<file path="src/rtl/csa_resolver.sv">
// Carry-save to binary resolver: adds t+s CHUNK bits per cycle through a rippled carry,
// with fixed NCH-cycle latency and a valid/ready handshake on each side.
module csa_resolver #(
    parameter int N     = 14,
    parameter int CHUNK = 4
) (
    input  logic         clk,
    input  logic         rst_n,
    input  logic [N-1:0] t,
    input  logic [N-1:0] s,
    input  logic         in_valid,
    output logic         in_ready,
    output logic [N:0]   sum,
    output logic         out_valid,
    input  logic         out_ready,
    output logic         busy
);
    localparam int NCH   = (N + CHUNK - 1) / CHUNK;
    localparam int W     = NCH * CHUNK;
    localparam int IW    = (NCH > 1) ? $clog2(NCH) : 1;
    // Position of the carry out of bit N-1 inside the last chunk's sum
    localparam int LASTW = N - (NCH - 1) * CHUNK;

    typedef enum logic [1:0] {IDLE, RUN, DONE} state_t;

    state_t          state_q, state_d;
    logic [N-1:0]    t_q, t_d, s_q, s_d;
    logic [N:0]      sum_q, sum_d;
    logic            carry_q, carry_d;
    logic [IW-1:0]   idx_q, idx_d;

    logic [W-1:0]     t_pad, s_pad;
    logic [CHUNK-1:0] ta, sa;
    logic [CHUNK:0]   csum;
    logic             last;

    // Operands padded with zeros so the final partial chunk reads 0 above bit N-1
    always_comb begin
        t_pad         = '0;
        s_pad         = '0;
        t_pad[N-1:0]  = t_q;
        s_pad[N-1:0]  = s_q;
        ta            = '0;
        sa            = '0;
        for (int c = 0; c < NCH; c++) begin
            if (idx_q == IW'(c)) begin
                ta = t_pad[c*CHUNK +: CHUNK];
                sa = s_pad[c*CHUNK +: CHUNK];
            end
        end
        csum = {1'b0, ta} + {1'b0, sa} + {{CHUNK{1'b0}}, carry_q};
        last = (idx_q == IW'(NCH - 1));
    end

    always_comb begin
        state_d = state_q;
        t_d     = t_q;
        s_d     = s_q;
        sum_d   = sum_q;
        carry_d = carry_q;
        idx_d   = idx_q;
        unique case (state_q)
            IDLE: begin
                if (in_valid) begin
                    t_d     = t;
                    s_d     = s;
                    carry_d = 1'b0;
                    idx_d   = '0;
                    state_d = RUN;
                end
            end
            RUN: begin
                for (int c = 0; c < NCH; c++) begin
                    if (idx_q == IW'(c)) begin
                        for (int b = 0; b < CHUNK; b++) begin
                            if (c * CHUNK + b < N) sum_d[c*CHUNK+b] = csum[b];
                        end
                    end
                end
                carry_d = csum[CHUNK];
                idx_d   = idx_q + 1'b1;
                if (last) begin
                    sum_d[N] = csum[LASTW];
                    state_d  = DONE;
                end
            end
            DONE: begin
                if (out_ready) state_d = IDLE;
            end
            default: state_d = IDLE;
        endcase
    end

    always_ff @(posedge clk) begin
        if (!rst_n) begin
            state_q <= IDLE;
            t_q     <= '0;
            s_q     <= '0;
            sum_q   <= '0;
            carry_q <= 1'b0;
            idx_q   <= '0;
        end else begin
            state_q <= state_d;
            t_q     <= t_d;
            s_q     <= s_d;
            sum_q   <= sum_d;
            carry_q <= carry_d;
            idx_q   <= idx_d;
        end
    end

    assign in_ready  = (state_q == IDLE);
    assign out_valid = (state_q == DONE);
    assign busy      = (state_q != IDLE);
    assign sum       = sum_q;

endmodule

</file>
<file path="config.mk">
export PLATFORM = sky130hd
export DESIGN_NAME = csa_resolver
export DESIGN_NICKNAME = d
export VERILOG_FILES = /design/src/rtl/csa_resolver.sv
export SDC_FILE = /design/constraint.sdc
export NUM_CORES = 1
export LEC_CHECK = 0
export ABC_CLOCK_PERIOD_IN_PS = 2900
export BUFFER_PORTS_ARGS = -buffer_cell sky130_fd_sc_hd__clkbuf_2
export CORE_MARGIN = 5
export CORE_UTILIZATION = 53
export CTS_CLUSTER_DIAMETER = 100
export DETAILED_ROUTE_END_ITERATION = 6
export GPL_TIMING_DRIVEN = 0
export PLACE_DENSITY_LB_ADDON = 0.1
export REMOVE_ABC_BUFFERS = 1
export SLEW_MARGIN = 0
export SYNTH_ARGS = -nofsm -noshare
export SYNTH_HDL_FRONTEND = slang
export SYNTH_SLANG_ARGS = --single-unit
</file>
<file path="constraint.sdc">
create_clock -name clk -period 2.9 [get_ports clk]
set_input_delay 0.435 -clock clk [delete_from_list [all_inputs] [get_ports clk]]
set_output_delay 0.435 -clock clk [all_outputs]
set_load 0.03 [all_outputs]
</file>
# After elaboration in Yosys (flattened, before gate mapping)
# Cells that the tools add are included.
[totals]
regBits = 48
in_bits = 32
output_inout_bits = 18
elab_cells = 47
[op_classes]
n_addsub = 3
n_eq_ne = 8
mux = 16
n_reduce_logical = 11
[ops]
columns = ["cell", "count"]
rows = [
  ["$mux W4", 8],
  ["$reduce_and A2 Y1", 6],
  ["$mux W2", 4],
  ["$eq A2 B2 Y1 const B", 3],
  ["$pmux W2 S3", 1],
  ["$add A4 B4 Y5", 1],
  ["$add A5 B1 Y5", 1],
  ["$eq A2 B1 Y1 const B", 2],
  ["$logic_not A2 Y1", 2],
  ["$ne A2 B2 Y1 const B", 2],
  ["$pmux W2 S2", 1],
  ["$reduce_bool A2 Y1", 2],
  ["$reduce_and A3 Y1", 1],
  ["$add A2 B1 Y2 const B", 1],
  ["$ne A2 B1 Y1 const B", 1],
  ["$pmux W1 S2", 1],
  ["$mux W1", 1],
]

# Depth between registers and ports, before layout
# Gate-level depths: netlist (run 1).
[depth]
word_depth = 8
depth_mapped = 11
ltp_nobuf = 10

# Worst setup path before layout (run 1)
# Ideal clock, no wire load.
[synth_timing]
path_kind = "register to register"
from = "register idx_q[1]"
to = "register sum_q[10], in the netlist sum[10]"
setup_ps = 65
arrival_ps = 2391
required_time_ps = 2835
setup_slack_ps = 444
stages_incl_launch_ff = 12
n_path_buf = 1
period_less_slack_ps = 2456
path_cell_list = "dfxtp_1 > inv_1 > ha_1 > clkbuf_1 > a21oi_1 > o21ai_0 > a22oi_1 > fa_1 > fa_1 > xnor2_1 > mux2i_1 > nor2_1"
[synth_between]
elab_chain_cells = 7
word_cells_on_any_way = 15
classes_between = "add/sub (2); eq/ne (3); mux (8); reduce/logical (2)"
[synth_rtl]
columns = ["element", "line", "text"]
rows = [
  ["from (decl)", "30", "logic [IW-1:0] idx_q, idx_d;"],
  ["from (signal assigned)", "108", "idx_q <= idx_d;"],
  ["$logic_not A2 Y1", "46", "if (idx_q == IW'(c)) begin"],
  ["$mux W4 (4 in a row)", "46", ""],
  ["$add A4 B4 Y5", "51", "csum = {1'b0, ta} + {1'b0, sa} + {{CHUNK{1'b0}}, carry_q};"],
  ["$add A5 B1 Y5", "51", ""],
  ["to (signal assigned)", "106", "sum_q <= sum_d;"],
  ["to (decl)", "28", "logic [N:0] sum_q, sum_d;"],
]
# Parallel ways exist; a longest one is shown, timed or not.
# A chain may end at the register's enable or synchronous reset.

# Worst setup path after layout (run 1)
[layout_timing]
from = "register idx_q[0]"
to = "register sum_q[10], in the netlist sum[10]"
# Same word-level chain as after synthesis.

==> results of run 1 <==
[stage by stage]
stage | hold WS [ns] | total power, mW
final | 0.352 | 1.35
after global routing | 0.354 | 1.42
after CTS | 0.349 | 1.36
after detailed placement | 0.447 | 0.958
after global placement | 0.443 | 0.954
after floorplan | 0.436 | 0.883
[power by group]
group	internal (mW)	leakage, nW	switching, mW
registers	0.694	0.392	0.0212
clock network	0.195	0.0455	0.210
logic	0.0894	0.586	0.140
total	0.978	1.02	0.372
[per-layer routing]
layer / up-vias / wire (µm) / part of all wire / track usage
met5: - / 0 / 0 / 0
met1: 845 / 2130 / 0.47 / 0.229
li1: 1002 / - / - / -
met3: 4 / 269 / 0.060 / 0.0360
met4: 0 / 46 / 0.010 / 0.0593
met2: 45 / 2050 / 0.46 / 0.300
[worst max-delay path by stage]
stage,startpoint,endpoint,slack (ns),cells past startpoint
global placement,idx_q[0],sum[14],0.008,9
detailed placement,idx_q[1],sum[10],-0.05,10
global route,idx_q[1],sum[10],0.03,10
finish,idx_q[0],sum[10],0.25,10
floorplan,idx_q[1],sum[10],0.54,10
CTS,idx_q[0],sum[6],0.09,10
[repair_timing]
item | 4_1_cts | 5_1_grt
resized for setup | 2 | 2
setup buffers | 0 | 0
endpoints found under the setup margin | 4 | 5
[worst reg2reg max path, delay by kind of cell (launching register included)]
kind | cells | cell delay, ns
multiplexers | 1 | 0.13
XOR/XNOR | 1 | 0.31
AO/OA/AOI/OAI | 2 | 0.30
buffers and inverters | 1 | 0.10
adder cells (fa/ha/maj) | 3 | 1.20
AND/OR/NAND/NOR | 2 | 0.18
flip-flops | 1 | 0.36
[synth_stat cells, drive strengths merged, types with 2 or more instances]
library cell  instances
buf                  12
a21oi                38
and3b                 4
inv                   9
mux2i                 4
a211oi                8
dfxtp                48
nand3b                6
fa                    2
a22oi                 4
nand4                 3
and2                  2
o221ai                3
o21a                  3
ha                    7
a311oi                4
nor2                 19
a22o                  2
o21ai                 5
nor2b                 4
clkbuf                9
nand2                71
[sequential cells by signal, indices dropped and copies added, names as in the netlist]
register and cells:
idx_q 2, s_q 14, t_q 14, state_q 2, sum 15, carry_q 1
[cell families (layout without fill, tap and decap cells)]
group | after synthesis | in the layout
XOR/XNOR | 1 | 1
AND/OR/NAND/NOR | 115 | 115
buffers and inverters | 31 | 67
multiplexers | 4 | 4
adder cells (fa/ha/maj) | 9 | 9
AO/OA/AOI/OAI | 68 | 68
flip-flops | 48 | 48
[area by class of cell]
cell class	count	area share
repair buffers	49	0.0970
inverters	10	0.0148
multi-input cells	197	0.448
well taps	50	0.0247
flip-flops and latches	48	0.380
clock buffers	8	0.0356
==> results.rst, run 1 <==
.. list-table::
   :header-rows: 1

   * - Metric
     - Value
   * - Number of DRC violations after detailed-routing iteration 0
     - 118
   * - Top-Level Pins
     - 50
   * - Post-Synth Simple-Gate Area
     - 0.236
   * - Slowest cell on crit path
     - sky130_fd_sc_hd__fa_1
   * - Total Wirelength
     - 4.50 mm
   * - Number of nets in the layout
     - 352
   * - Maximum number of pins on one net before global-route repair
     - 44
   * - Count of input and output buffers
     - 49
   * - Remaining design rule violation count
     - 0
   * - Standard-cell rows
     - 23
   * - Grt ovf
     - 0
   * - Synth Area in Adders
     - 0.0574
   * - Max-cap check violation count
     - 0
   * - Placed Instances
     - 354
   * - Final count of negative-setup-slack endpoints
     - 0
   * - Combinational family with the most area after synthesis
     - simple AND/OR/NAND/NOR gates
   * - Die outline width
     - 74.8 µm
   * - Count of different cell masters after synthesis
     - 32
   * - Post-synth ARST share
     - 0
   * - Final cycle utilization of the critical path
     - 0.914
   * - FILL cells
     - 401
   * - R2R Path Start
     - idx_q[0]
   * - Sequential cell area
     - 961 µm²
   * - Number of synthesized register bits
     - 48
   * - Share of the synthesized netlist area taken by xor and xnor gates
     - 0.00394
   * - Destination of the worst hold path
     - t_q[0]
   * - Number of CTS-inserted buffers
     - 5
   * - Most used cells in the layout excluding fill and tap cells
     - sky130_fd_sc_hd__nand2_1 (71), sky130_fd_sc_hd__clkbuf_2 (49), sky130_fd_sc_hd__dfxtp_1 (48)
   * - Vias in the first global route
     - 1,751
   * - Setup WS post-layout
     - 0.250 ns
   * - Die Outline Area
     - 5590 µm²
   * - Critical path startpoint category
     - flip-flop
   * - Critical path buffer and inverter count
     - 1
   * - Yosys Warn Count
     - 0
   * - Clock-pin slew on the worst setup and hold paths
     - 0.08 ns
   * - Max clock buf depth
     - 2
   * - Placement Setup Slack
     - -0.0515 ns
   * - Initial antenna violation count
     - 0
   * - Min-delay worst type
     - in -> reg
   * - Area of the multi-input gates
     - 1130 µm²
   * - Cell family contributing the most delay on the critical path
     - adder cells
   * - Start-to-end type of the worst setup path
     - reg -> reg
   * - Total placed instance area
     - 2420 µm²
   * - Post-DR vias/cell
     - 5.24
   * - Cell accounting for the most synthesized area
     - sky130_fd_sc_hd__dfxtp_1
   * - Non-filler instance count after layout
     - 362
   * - Core area
     - 4030 µm²
   * - Root buffer cell
     - sky130_fd_sc_hd__clkbuf_8
   * - Biggest cell delay along the critical path
     - 0.45 ns
   * - Crit Reg-Reg Endpoint
     - sum[10]
   * - Avg Inst Size Synth
     - 8.05 µm²
   * - Combined area of all synthesized cells
     - 2220 µm²
   * - Worst-case headroom to the max-slew limit
     - 0.204
   * - Via count
     - 1,896
   * - Hold Path Origin
     - t[0]
   * - Worst-skew pair later-pin latency
     - 0.29 ns
   * - Data arrival time of the critical path
     - 2.86 ns
   * - Tightest Pin Transition
     - 1.19 ns
   * - Final period demand of the worst path
     - 2.65 ns
   * - Seq/Total Area, Yosys
     - 0.432
   * - Final instance area
     - 2530 µm²
   * - Relative area change from synthesis to final layout
     - 13.8%
   * - Critical path capture point type
     - flip-flop
   * - Post-synth EDFFs
     - 0
   * - Cells taking the most area after synthesis
     - sky130_fd_sc_hd__dfxtp_1 (43%), sky130_fd_sc_hd__nand2_1 (12%), sky130_fd_sc_hd__a21oi_1 (8.6%)
   * - Final setup skew
     - 0.00431 ns
   * - Final Slew Violations
     - 0
   * - Setup repair after global routing missed its margin
     - false
   * - Hold Path Stages
     - 3
   * - Effective utilization at floorplan
     - 0.552
   * - Global-route wire length before repair
     - 7.79 mm
   * - Setup_tns
     - 0 ns
   * - Share of final-layout standard cells stronger than drive strength 1
     - 0.196
   * - Leak pwr
     - 1.02 nW
   * - Synthesized instance count
     - 276
   * - Share of the core filled with cells
     - 0.628
   * - Diodes inserted
     - 0
   * - Y dimension of the die
     - 74.8 µm
   * - Reg2Reg Depth
     - 10
   * - Worst setup slack for register-to-register paths
     - 0.25 ns
   * - Run status
     - completed
   * - TritonCTS clock tree
     - yes
   * - First-pass DRT Iterations
     - 4
   * - Highest fanout seen on the critical path
     - 9
   * - Hold Fails Final Rpt
     - 0
   * - Final ANT Viol Nets
     - 0
   * - Final weighted congestion of routability-driven global placement
     - 0.760
   * - Most common cell on crit path
     - sky130_fd_sc_hd__fa_1
   * - F_max
     - 0.377 GHz
   * - Critical path, cell by cell
     - inv_1 -> ha_2 -> nand2_1 -> o21ai_0 -> a22oi_1 -> fa_1 -> fa_1 -> xnor2_2 -> mux2i_1 -> nor2_1
   * - Clock sink count
     - 48
   * - Largest voltage drop on the vdd net
     - 0.397 mV
   * - Leading cell type in the layout, fill and taps excluded
     - sky130_fd_sc_hd__nand2_1
   * - Placed wire-length estimate
     - 3.12 mm
   * - Mux contribution to synthesized area
     - 0.0180
   * - Worst path required time
     - 3.11 ns
   * - Routed wirelength normalized by instance count
     - 12.4 µm
   * - Top flip-flop cell by instance count after synthesis
     - sky130_fd_sc_hd__dfxtp_1
   * - Compound-gate portion of the synthesized area
     - 0.187
   * - Overall routing resource usage
     - 0.178
   * - Maximum level of the CTS H-tree
     - 2
   * - Power per cell area
     - 534 nW/µm²
   * - Number of buffers added to fix hold violations after cts
     - 0
   * - Yosys top cell area share
     - 0.432
No activity file was read; power rests on OpenSTA's default activity.
==> run 2, diff against run 1 <==
- CORE_MARGIN: 5 -> 4
==> results.rst, run 2 (same netlist as run 1, synthesis figures left out) <==
.. list-table::
   :header-rows: 1

   * - Metric
     - Value
   * - Biggest cell delay along the critical path
     - 0.45 ns (about the same)
   * - Data arrival time of the critical path
     - 2.79 ns (-0.07 ns)
   * - Final weighted congestion of routability-driven global placement
     - 0.762 (+0.21%)
   * - First-pass DRT Iterations
     - 4 (unchanged)
   * - Global-route wire length before repair
     - 7.76 mm (-0.45%)
   * - Worst-case headroom to the max-slew limit
     - 0.238 (+0.0338)
   * - Worst path required time
     - 3.07 ns (-0.04 ns)
   * - Remaining design rule violation count
     - 0 (unchanged)
   * - Diodes inserted
     - 0 (unchanged)
   * - Total placed instance area
     - 2420 µm² (unchanged)
   * - Final count of negative-setup-slack endpoints
     - 0 (unchanged)
   * - TritonCTS clock tree
     - yes
   * - Clock-pin slew on the worst setup and hold paths
     - 0.08 ns (about the same)
   * - Share of final-layout standard cells stronger than drive strength 1
     - 0.208 (+0.0128)
   * - Total Wirelength
     - 4.67 mm (+3.9%)
   * - Y dimension of the die
     - 72.8 µm (-2.7%)
   * - Number of DRC violations after detailed-routing iteration 0
     - 128 (+8.5%)
   * - Slowest cell on crit path
     - sky130_fd_sc_hd__fa_1
   * - Highest fanout seen on the critical path
     - 17 (+8)
   * - Max clock buf depth
     - 2 (unchanged)
   * - Number of nets in the layout
     - 352 (unchanged)
   * - Clock sink count
     - 48 (unchanged)
   * - Leading cell type in the layout, fill and taps excluded
     - sky130_fd_sc_hd__nand2_1
   * - Initial antenna violation count
     - 0 (unchanged)
   * - Start-to-end type of the worst setup path
     - reg -> reg
   * - Final cycle utilization of the critical path
     - 0.902 (-0.0119)
   * - F_max
     - 0.382 GHz (+1.3%)
   * - Overall routing resource usage
     - 0.187 (+0.00867)
   * - Post-cts resize count
     - 1 (-1)
   * - Non-filler instance count after layout
     - 362 (unchanged)
   * - Placed Instances
     - 354 (unchanged)
   * - Critical path, cell by cell
     - inv_1 -> ha_4 -> o21ai_0 -> a22oi_1 -> fa_1 -> fa_2 -> nor2b_1 -> o21ai_0 -> a221oi_1
   * - Die outline width
     - 72.8 µm (-2.7%)
   * - Number of CTS-inserted buffers
     - 5 (unchanged)
   * - Placed wire-length estimate
     - 3.20 mm (+2.3%)
   * - Final period demand of the worst path
     - 2.62 ns (-0.0346 ns)
   * - Top-Level Pins
     - 50 (unchanged)
   * - Maximum level of the CTS H-tree
     - 2 (unchanged)
   * - Relative area change from synthesis to final layout
     - 16.7%
   * - Power per cell area
     - 551 nW/µm² (+3.3%)
   * - Maximum number of pins on one net before global-route repair
     - 44 (unchanged)
   * - Final instance area
     - 2590 µm² (+2.5%)
   * - Number of setup buffers added after CTS
     - 0 (unchanged)
   * - Tightest Pin Transition
     - 1.14 ns (-0.0503 ns)
   * - Via count
     - 1,897 (+0.053%)
   * - Sequential cell area
     - 961 µm² (unchanged)
   * - Critical path startpoint category
     - flip-flop
   * - Share of the core filled with cells
     - 0.643 (+0.0158)
   * - Leak pwr
     - 1.04 nW (+1.6%)
   * - Critical path capture point type
     - flip-flop
   * - Standard-cell rows
     - 23 (unchanged)
   * - Routed wirelength normalized by instance count
     - 12.9 µm (+3.9%)
   * - Run status
     - completed
   * - Final Slew Violations
     - 0 (unchanged)
   * - Final ANT Viol Nets
     - 0 (unchanged)
   * - Final setup skew
     - 0.00362 ns (-0.000694 ns)
   * - Root buffer cell
     - sky130_fd_sc_hd__clkbuf_8
   * - Critical path buffer and inverter count
     - 1 (unchanged)
   * - FILL cells
     - 389 (-3.0%)
   * - Area of the multi-input gates
     - 1180 µm² (+4.1%)
   * - Worst-skew pair later-pin latency
     - 0.29 ns (about the same)
   * - Core area
     - 4030 µm² (unchanged)
   * - Min-delay worst type
     - in -> reg
   * - Setup_tns
     - 0 ns (unchanged)
   * - Grt ovf
     - 0 (unchanged)
   * - Die Outline Area
     - 5290 µm² (-5.3%)
   * - Max-cap check violation count
     - 0 (unchanged)
   * - Number of buffers added to fix hold violations after cts
     - 0 (unchanged)
   * - Effective utilization at floorplan
     - 0.552 (unchanged)
   * - Cell family contributing the most delay on the critical path
     - adder cells
   * - Count of input and output buffers
     - 49 (unchanged)
   * - Post-DR vias/cell
     - 5.24 (about the same)
   * - Hold Fails Final Rpt
     - 0 (unchanged)
   * - Most used cells in the layout excluding fill and tap cells
     - sky130_fd_sc_hd__nand2_1 (71), sky130_fd_sc_hd__clkbuf_2 (49), sky130_fd_sc_hd__dfxtp_1 (48)
   * - Vias in the first global route
     - 1,683 (-3.9%)
   * - Largest voltage drop on the vdd net
     - 0.313 mV (-21%)
   * - Most common cell on crit path
     - sky130_fd_sc_hd__o21ai_0
   * - Number of flip-flops in the largest register
     - 15 (unchanged)
## run 2: cell type report
| cell class | count | share of cell area |
|---|---|---|
| inverters | 10 | 0.0145 |
| repair buffers | 49 | 0.0946 |
| clock inverters | 2 | 0.0135 |
| well taps | 50 | 0.0241 |
| multi-input cells | 197 | 0.455 |
| flip-flops and latches | 48 | 0.371 |
| clock buffers | 6 | 0.0280 |
## run 2: per-stage QoR
stage / hold WS, ns / power (mW) / setup slack, ns
after floorplan: 0.436 / 0.883 / 0.538
after global placement: 0.443 / 0.955 / -0.0293
after detailed placement: 0.448 / 0.960 / -0.0808
after CTS: 0.339 / 1.44 / 0.0652
after global routing: 0.341 / 1.50 / -0.0214
final: 0.351 / 1.43 / 0.285
## run 2: tightest hold or removal path: stages
cell	delay, ns
sky130_fd_sc_hd__clkbuf_2	0.08
sky130_fd_sc_hd__nand2_1	0.04
sky130_fd_sc_hd__a21oi_1	0.05
## run 2: per-layer routing
layer / vias up / share of wire / global-route usage
met2: 54 / 0.47 / 0.298
met4: 0 / 0.0051 / 0.0738
met5: - / 0 / 0
met3: 2 / 0.062 / 0.0523
met1: 840 / 0.46 / 0.240
li1: 1001 / - / -
## run 2: where the power goes
part	leakage (nW)	switching [mW]	internal, mW
sequential	0.392	0.0227	0.694
combinational	0.593	0.146	0.0986
clock	0.0552	0.213	0.256
total	1.04	0.381	1.05
## run 2: worst paths after layout
kind                            cells past startpoint     start      end  slack, ns
worst max-delay path                                9  idx_q[1]  carry_q       0.28
worst min-delay path                                3      s[9]   s_q[9]       0.35
worst max register to register                      9  idx_q[1]  carry_q       0.28
worst min register to register                      2    s_q[0]   s_q[0]       0.46
